File: src/rtl/print_pkg.sv
// Shared types and constants for the print engine: state encoding, line
// terminator characters and default widths.
`default_nettype none

package print_pkg;

  typedef enum logic [2:0] {
    ST_IDLE  = 3'd0,
    ST_FETCH = 3'd1,
    ST_LATCH = 3'd2,
    ST_SEND  = 3'd3,
    ST_CR    = 3'd4,
    ST_LF    = 3'd5
  } state_e;

  localparam logic [7:0] ASCII_CR   = 8'h0D;
  localparam logic [7:0] ASCII_LF   = 8'h0A;
  localparam int         DEF_ADDR_W = 7;
  localparam int         DEF_DATA_W = 8;

endpackage

`default_nettype wire

File: src/rtl/print_engine.sv
// Print command responder: streams a character-buffer range (optionally
// followed by CR/LF) or a single bypass byte to a UART over valid/ready.
`default_nettype none

module print_engine
  import print_pkg::*;
#(
  parameter int ADDR_W      = DEF_ADDR_W,
  parameter int DATA_W      = DEF_DATA_W,
  parameter bit APPEND_CRLF = 1'b1
) (
  input  logic              clk_i,
  input  logic              nrst_i,
  input  logic [ADDR_W-1:0] addr_start_i,
  input  logic [ADDR_W-1:0] addr_end_i,
  input  logic              en_i,
  input  logic              bypass_i,
  input  logic [DATA_W-1:0] bypass_data_i,
  output logic              ready_o,
  output logic              done_o,
  output logic [ADDR_W-1:0] mem_addr_o,
  input  logic [DATA_W-1:0] mem_data_i,
  output logic [DATA_W-1:0] tx_data_o,
  output logic              tx_valid_o,
  input  logic              tx_ready_i
);

  state_e              state_q, state_d;
  logic [ADDR_W-1:0]   cur_q, cur_d;
  logic [ADDR_W-1:0]   last_q, last_d;
  logic [DATA_W-1:0]   tx_data_q, tx_data_d;
  logic                byp_q, byp_d;
  logic                done_q, done_d;
  logic                hs;

  always_ff @(posedge clk_i or negedge nrst_i) begin
    if (!nrst_i) begin
      state_q   <= ST_IDLE;
      cur_q     <= '0;
      last_q    <= '0;
      tx_data_q <= '0;
      byp_q     <= 1'b0;
      done_q    <= 1'b0;
    end else begin
      state_q   <= state_d;
      cur_q     <= cur_d;
      last_q    <= last_d;
      tx_data_q <= tx_data_d;
      byp_q     <= byp_d;
      done_q    <= done_d;
    end
  end

  // Valid is a pure function of state, so it never depends on tx_ready_i.
  assign tx_valid_o = (state_q == ST_SEND) || (state_q == ST_CR) || (state_q == ST_LF);
  assign ready_o    = (state_q == ST_IDLE);
  assign hs         = tx_valid_o & tx_ready_i;
  assign mem_addr_o = cur_q;
  assign tx_data_o  = tx_data_q;
  assign done_o     = done_q;

  always_comb begin
    state_d   = state_q;
    cur_d     = cur_q;
    last_d    = last_q;
    tx_data_d = tx_data_q;
    byp_d     = byp_q;
    done_d    = 1'b0;
    case (state_q)
      ST_IDLE: begin
        if (en_i) begin
          if (bypass_i) begin
            tx_data_d = bypass_data_i;
            byp_d     = 1'b1;
            state_d   = ST_SEND;
          end else begin
            cur_d   = addr_start_i;
            last_d  = addr_end_i;
            byp_d   = 1'b0;
            state_d = ST_FETCH;
          end
        end
      end
      ST_FETCH: state_d = ST_LATCH;
      ST_LATCH: begin
        tx_data_d = mem_data_i;
        state_d   = ST_SEND;
      end
      ST_SEND: begin
        if (hs) begin
          if (byp_q) begin
            byp_d   = 1'b0;
            done_d  = 1'b1;
            state_d = ST_IDLE;
          end else if (cur_q == last_q) begin
            if (APPEND_CRLF) begin
              tx_data_d = DATA_W'(ASCII_CR);
              state_d   = ST_CR;
            end else begin
              done_d  = 1'b1;
              state_d = ST_IDLE;
            end
          end else begin
            cur_d   = cur_q + ADDR_W'(1);
            state_d = ST_FETCH;
          end
        end
      end
      ST_CR: begin
        if (hs) begin
          tx_data_d = DATA_W'(ASCII_LF);
          state_d   = ST_LF;
        end
      end
      ST_LF: begin
        if (hs) begin
          done_d  = 1'b1;
          state_d = ST_IDLE;
        end
      end
      default: state_d = ST_IDLE;
    endcase
  end

endmodule

`default_nettype wire
File: config.mk
export PLATFORM = sky130hd
export DESIGN_NAME = print_engine
export DESIGN_NICKNAME = d
export VERILOG_FILES = /design/src/rtl/print_pkg.sv /design/src/rtl/print_engine.sv
export SDC_FILE = /design/constraint.sdc
export NUM_CORES = 1
export LEC_CHECK = 0
export BUFFER_PORTS_ARGS = -buffer_cell sky130_fd_sc_hd__buf_2
export CAP_MARGIN = 30
export CORE_ASPECT_RATIO = 0.6
export CORE_MARGIN = 2
export CORE_UTILIZATION = 48
export CTS_CLUSTER_SIZE = 40
export DETAILED_ROUTE_END_ITERATION = 10
export PLACE_DENSITY = 0.76
export SYNTH_ARGS = -nofsm -noshare
export SYNTH_HDL_FRONTEND = slang
export SYNTH_SLANG_ARGS = --single-unit
File: constraint.sdc
create_clock -name clk_i -period 2.4 [get_ports clk_i]
set_input_delay 0.12 -clock clk_i [delete_from_list [all_inputs] [get_ports clk_i]]
set_output_delay 0.12 -clock clk_i [all_outputs]
set_load 0.005 [all_outputs]
; ---- After elaboration in Yosys (flattened, before gate mapping)
; Cells that the tools add are included.
[op_classes]
eq_ne = 15
n_mux = 29
addsub = 1
reduce_logical = 10
bitwise_logic = 2
[op_table]
columns = operator, count
row1 = $mux W8, 6
row2 = $mux W7, 5
row3 = $pmux W8 S4, 1
row4 = $mux W3, 6
row5 = $pmux W3 S6, 1
row6 = $ne A2 B2 Y1 const B, 8
row7 = $pmux W7 S2, 1
row8 = $add A7 B1 Y7 const B, 1
row9 = $eq A7 B7 Y1, 1
row10 = $reduce_and A7 Y1, 1
row11 = $eq A3 B2 Y1 const B, 2
row12 = $eq A3 B3 Y1 const B, 2
row13 = $mux W1, 6
row14 = $reduce_and A3 Y1, 2
row15 = $reduce_and A6 Y1, 1
row16 = $pmux W1 S2, 2
row17 = $reduce_and A4 Y1, 1
row18 = $reduce_bool A4 Y1, 1
row19 = $eq A3 B1 Y1 const B, 1
row20 = $logic_not A3 Y1, 1
row21 = $logic_or A1 B1 Y1, 2
row22 = $mux W2, 1
row23 = $ne A2 B1 Y1 const B, 1
row24 = $reduce_bool A2 Y1, 1
row25 = 2 further kinds, 2
[totals]
ff_bits = 27
word_cells = 63
out_inout_bits = 18

; ---- Logic depth before layout (Yosys ltp)
[logic_depth]
word_depth = 6
depth_mapped = 7
depth_no_buf = 6

; ---- Least setup slack after synthesis
; Ideal clock, no wire load.
[synth_timing]
path_type = register to register
start = reg cur_q[4] (netlist: mem_addr_o[4])
end = reg tx_data_q[0] (netlist: tx_data_o[0])
stages_incl_launch_ff = 6
setup_slack_ns = 0.572
n_path_buf = 0
t_arrival_ns = 1.704
setup_time_ns = 0.125
t_required_ns = 2.275
synth_period_minus_slack_ns = 1.828
cell_sequence = dfrtp_1 > xor2_1 > nor4_4 > nand3_1 > a21oi_4 > mux2_2
[synth_via]
elab_chain_cells = 3
[synth_rtl]
columns = item, line
row1 = "start, declared", print_engine.sv:29  ; logic [ADDR_W-1:0] cur_q, cur_d;
row2 = "start signal, assigned", print_engine.sv:46  ; cur_q <= cur_d;
row3 = $eq A7 B7 Y1, print_engine.sv:95  ; end else if (cur_q == last_q) begin
row4 = $ne A2 B1 Y1 (no source line), n/a
row5 = $reduce_and A7 Y1 (no source line), n/a
row6 = "end signal, assigned", print_engine.sv:48  ; tx_data_q <= tx_data_d;
row7 = "end, declared", print_engine.sv:31  ; logic [DATA_W-1:0] tx_data_q, tx_data_d;
; Every way passes these cells.
; A chain may end at the register's enable or synchronous reset.

; ---- Worst setup path in the final report
[layout_timing]
start = reg state_q[0]
end = reg cur_q[6] (netlist: mem_addr_o[6])
[layout_via]
elab_chain_cells = 6
[layout_rtl]
columns = item, line
row1 = "start, declared", print_engine.sv:28  ; state_e state_q, state_d;
row2 = "start signal, assigned", print_engine.sv:45  ; state_q <= state_d;
row3 = $eq A3 B2 Y1 / $eq A3 B3 Y1 (equally long branches), "print_engine.sv:55, print_engine.sv:69"
row4 = $logic_or A1 B1 Y1 (2 in a row), print_engine.sv:55  ; assign tx_valid_o = (state_q == ST_SEND) || (state_q == ST_CR) || (state_q == ST_LF);
row5 = $and A1 B1 Y1, print_engine.sv:57  ; assign hs = tx_valid_o & tx_ready_i;
row6 = $ne A2 B2 Y1 (no source line), n/a
row7 = $reduce_and A6 Y1 (no source line), n/a
; Several ways; a longest one is shown, not always the timed one.

==> key figures <==
Setup path
  • Depth of the most critical reg-to-reg path: 5
  • Reg-to-reg startpoint: state_q[0]
  • Critical Path Start Type: flip-flop
  • Worst R2R End: mem_addr_o[6]
  • Most used cell along the critical path: a21oi_1
  • Reg-to-reg slack, setup: 370 ps
  • Max incr delay on CP: 630 ps
  • Critical Path AT: 2230 ps
  • CP endpoint kind: flip-flop
  • Critical path's slowest cell: dfrtp_1
  • Worst path cell trace: and3_1 > o2111ai_1 > a41oi_1 > a21oi_1 > a21oi_1
  • Critical Path RT: roughly 2600 ps
  • Max Fanout on Critical Path: 16
  • Crit Path Category: flip-flop to flip-flop

Hold path
  • WHS Endpoint: last_q[2]
  • Worst hold path type: input port to flip-flop
  • HP Start: addr_end_i[2]
  • Hold path cells: 2

Logic synthesis
  • Syn nets: 203
  • Post-Syn Instances: between 150 and 200
  • Synthesized cell area: 0.00157 mm^2
  • Mapped Avg Cell Area: ~9.4 um^2
  • Post-synthesis sequential area ratio: 43.0%
  • Distinct cells, synth: 39
  • #FFs+latches synth: 27
  • YS warnings: 0

Placed design
  • Dpl hpwl: about 3000 um
  • IO Port Bufs: 52
  • GP Congestion: 0.870

GRT
  • Global-route wire length before repair: 6360 um
  • GRT Total Usage: 21.7%
  • Vias in the first global route: about 1,300
  • Overflow after GRT: 0
  • Largest net degree at the start of global routing: 28
  • Initial antenna violation count: 0

Pwr
  • Flop pwr share: 35.2%
  • Pwr per Cell Area: about 1300 mW/mm^2
  • Total power draw: 2.45 mW
  • Switching power total: 1.06 mW
  • Switching share of power: 43.3%
  • Clock Power Share: 11.2%
  • Gate power share: between 50% and 60%
  • Peak VDD IR: 0.000772 V
  • Leakage: between 0.8 and 0.9 nW
  • Int Pwr: approximately 1.4 mW

STA
  • Period minus WS final: 2030 ps
  • Tightest Pin Transition: roughly 620 ps
  • Setup TNS: 0 ps
  • Final Hold Vio Count: 0
  • Period utilization: between 80% and 90%
  • Max Slew Vio Count: 0
  • RSZ-0062 raised after global routing: false
  • Final Skew: roughly 6.8 ps
  • Fmax: 492 MHz
  • Final setup viols: 0
  • Slew headroom: 58.0%

Floorplan
  • Die outline width: ~78 um
  • Row Count: 16
  • Die span in y: between 40 and 50 um
  • I/O pins: 53
  • Initial core utilization: between 40 and 50%
  • Die ar.: 0.00377 mm^2
  • Core footprint: 0.00320 mm^2

Drt
  • Drt pass-1 iters: 4
  • Drt via density: 5.58
  • Via count: 1,491
  • Post-DR wirelength/cell: 14.9 um
  • Drt total wl: 3980 um
  • DR iter-0 viols: between 200 and 250
  • Antenna-violating nets left: 0
  • DRC viols: 0

Final layout
  • ANT cells: 0
  • P&R area growth vs syn: 24.7%
  • Most common cell after layout, fill and taps aside: buf_2
  • Final nets: 259
  • Share of layout cells above drive strength 1: 36.9%
  • Commonest non-fill, non-tap cells in the layout: 52 x buf_2, 27 x dfrtp_1, 20 x nand2_1
  • Filler Cells Inserted: 271

Clock network
  • Clk_lat worst skew: about 280 ps
  • H-tree levels: 1
  • Clock root buffer: clkbuf_8
  • CTS clk-pin slew, worst paths: 100 ps
  • Clk sinks: 27
  • TritonCTS clock tree: yes
  • Setup bufs post-CTS: 0
  • Num CTS Buffers: 3
  • Clock Tree Buf Depth: 2

Outcome
  • Outcome: complete, no violations

Run
  • Maximum capacitance violations: 0
-- synthesized netlist by cell type, drive strengths merged --
cell,n,share of area (%)
and2,1,0.40
o21ai,11,3.5
a22o,1,0.56
nor2b,2,0.80
or3b,1,0.56
o32ai,1,0.56
nand3b,1,0.48
a21oi,16,5.8
o22ai,7,2.8
ha,1,0.80
a41o,1,0.64
o2111ai,1,0.56
xnor2,1,0.56
a211oi,2,0.95
nor2,10,2.4
dfrtp,27,43
a31oi,6,2.4
a2bb2oi,2,1.1
inv,4,0.95
mux2i,1,0.64
o21bai,1,0.48
nor4,1,1.4
and3,3,1.2
nand3,4,1.3
xor2,6,3.3
clkbuf,5,1.2
a41oi,1,0.56
a221oi,1,0.56
nor3b,2,0.95
nor3,2,0.64
buf,3,0.87
mux2,15,11
nand2b,2,0.80
or2,2,0.80
o41ai,1,0.56
nand2,20,4.8
a311oi,1,0.56
-- cells by family after synthesis --
family	after synthesis	share of synthesized area, %
AOI/OAI and AO/OA	53	21.6
xor gates and xnor gates	7	3.90
adders and majority gates	1	0.795
buffers and inverters	12	3.02
DFF	27	43.0
muxes	16	11.4
and+or+nand+nor	51	16.4
-- power groups by stage --
stage	combinational, mW	sequential [mW]	clock (mW)
global route	1.46	0.886	0.297
floorplan	0.904	0.819	0
global placement	1.28	0.861	0
detailed placement	1.30	0.863	0
CTS	1.31	0.855	0.282
finish	1.32	0.863	0.274
-- flip-flops by register name, summed over array words and instances (netlist names) --
name,flops
done_o,1
mem_addr_o,7
state_q,3
byp_q,1
tx_data_o,8
last_q,7
-- worst max-delay path by stage --
stage                       start            end  slack, ps  cells past startpoint
floorplan           mem_addr_o[4]   tx_data_o[0]        570                      5
global placement    mem_addr_o[4]   tx_data_o[5]        480                      5
detailed placement  mem_addr_o[4]   tx_data_o[7]        410                      5
CTS                 mem_addr_o[4]   tx_data_o[7]        390                      5
global route           state_q[0]  mem_addr_o[0]        200                      5
finish                 state_q[0]  mem_addr_o[6]        370                      5
-- layer usage --
metal,vias to the layer above,share of wire [%],GRT usage (%)
li1,724,-,-
met5,-,0,0
met1,705,50,34.7
met2,58,41,28.9
met4,0,0.68,4.97
met3,4,7.8,6.16
-- per-stage QoR --
step | setup slack [ps] | utilization, % | instances | hold slack [ps] | area [um^2]
floorplan | 572 | - | 167 | -176 | 1570
global placement | 482 | 59.4 | 262 | 167 | 1900
detailed placement | 406 | 59.4 | 262 | 167 | 1900
CTS | 393 | 61.3 | 267 | 63.9 | 1960
global route | 202 | 61.3 | 267 | 65.5 | 1960
finish | 366 | 61.3 | 267 | 68.6 | 1960
-- critical path: cells and delay by family, from the launching register on --
family / cells / cell delay, ps
AOI/OAI and AO/OA: 4 / 1070
DFF: 1 / 630
and+or+nand+nor: 1 / 270
-- repair_timing --
item,4_1_cts,5_1_grt
endpoints found under the hold margin,27,0
gates resized for setup,0,0
hold buffers,1,0
-- area by class of cell --
| type | instances | area [um^2] | area share [%] |
|---|---|---|---|
| multi-input combinational | 128 | 850 | 43.3 |
| sequential | 27 | 676 | 34.4 |
| timing repair buffer | 59 | 315 | 16.1 |
| tap | 45 | 56.3 | 2.87 |
| clock buffer | 3 | 41.3 | 2.10 |
| inverter | 4 | 15.0 | 0.765 |
| clock inverter | 1 | 8.76 | 0.446 |
No activity file was read; power rests on OpenSTA's default activity.
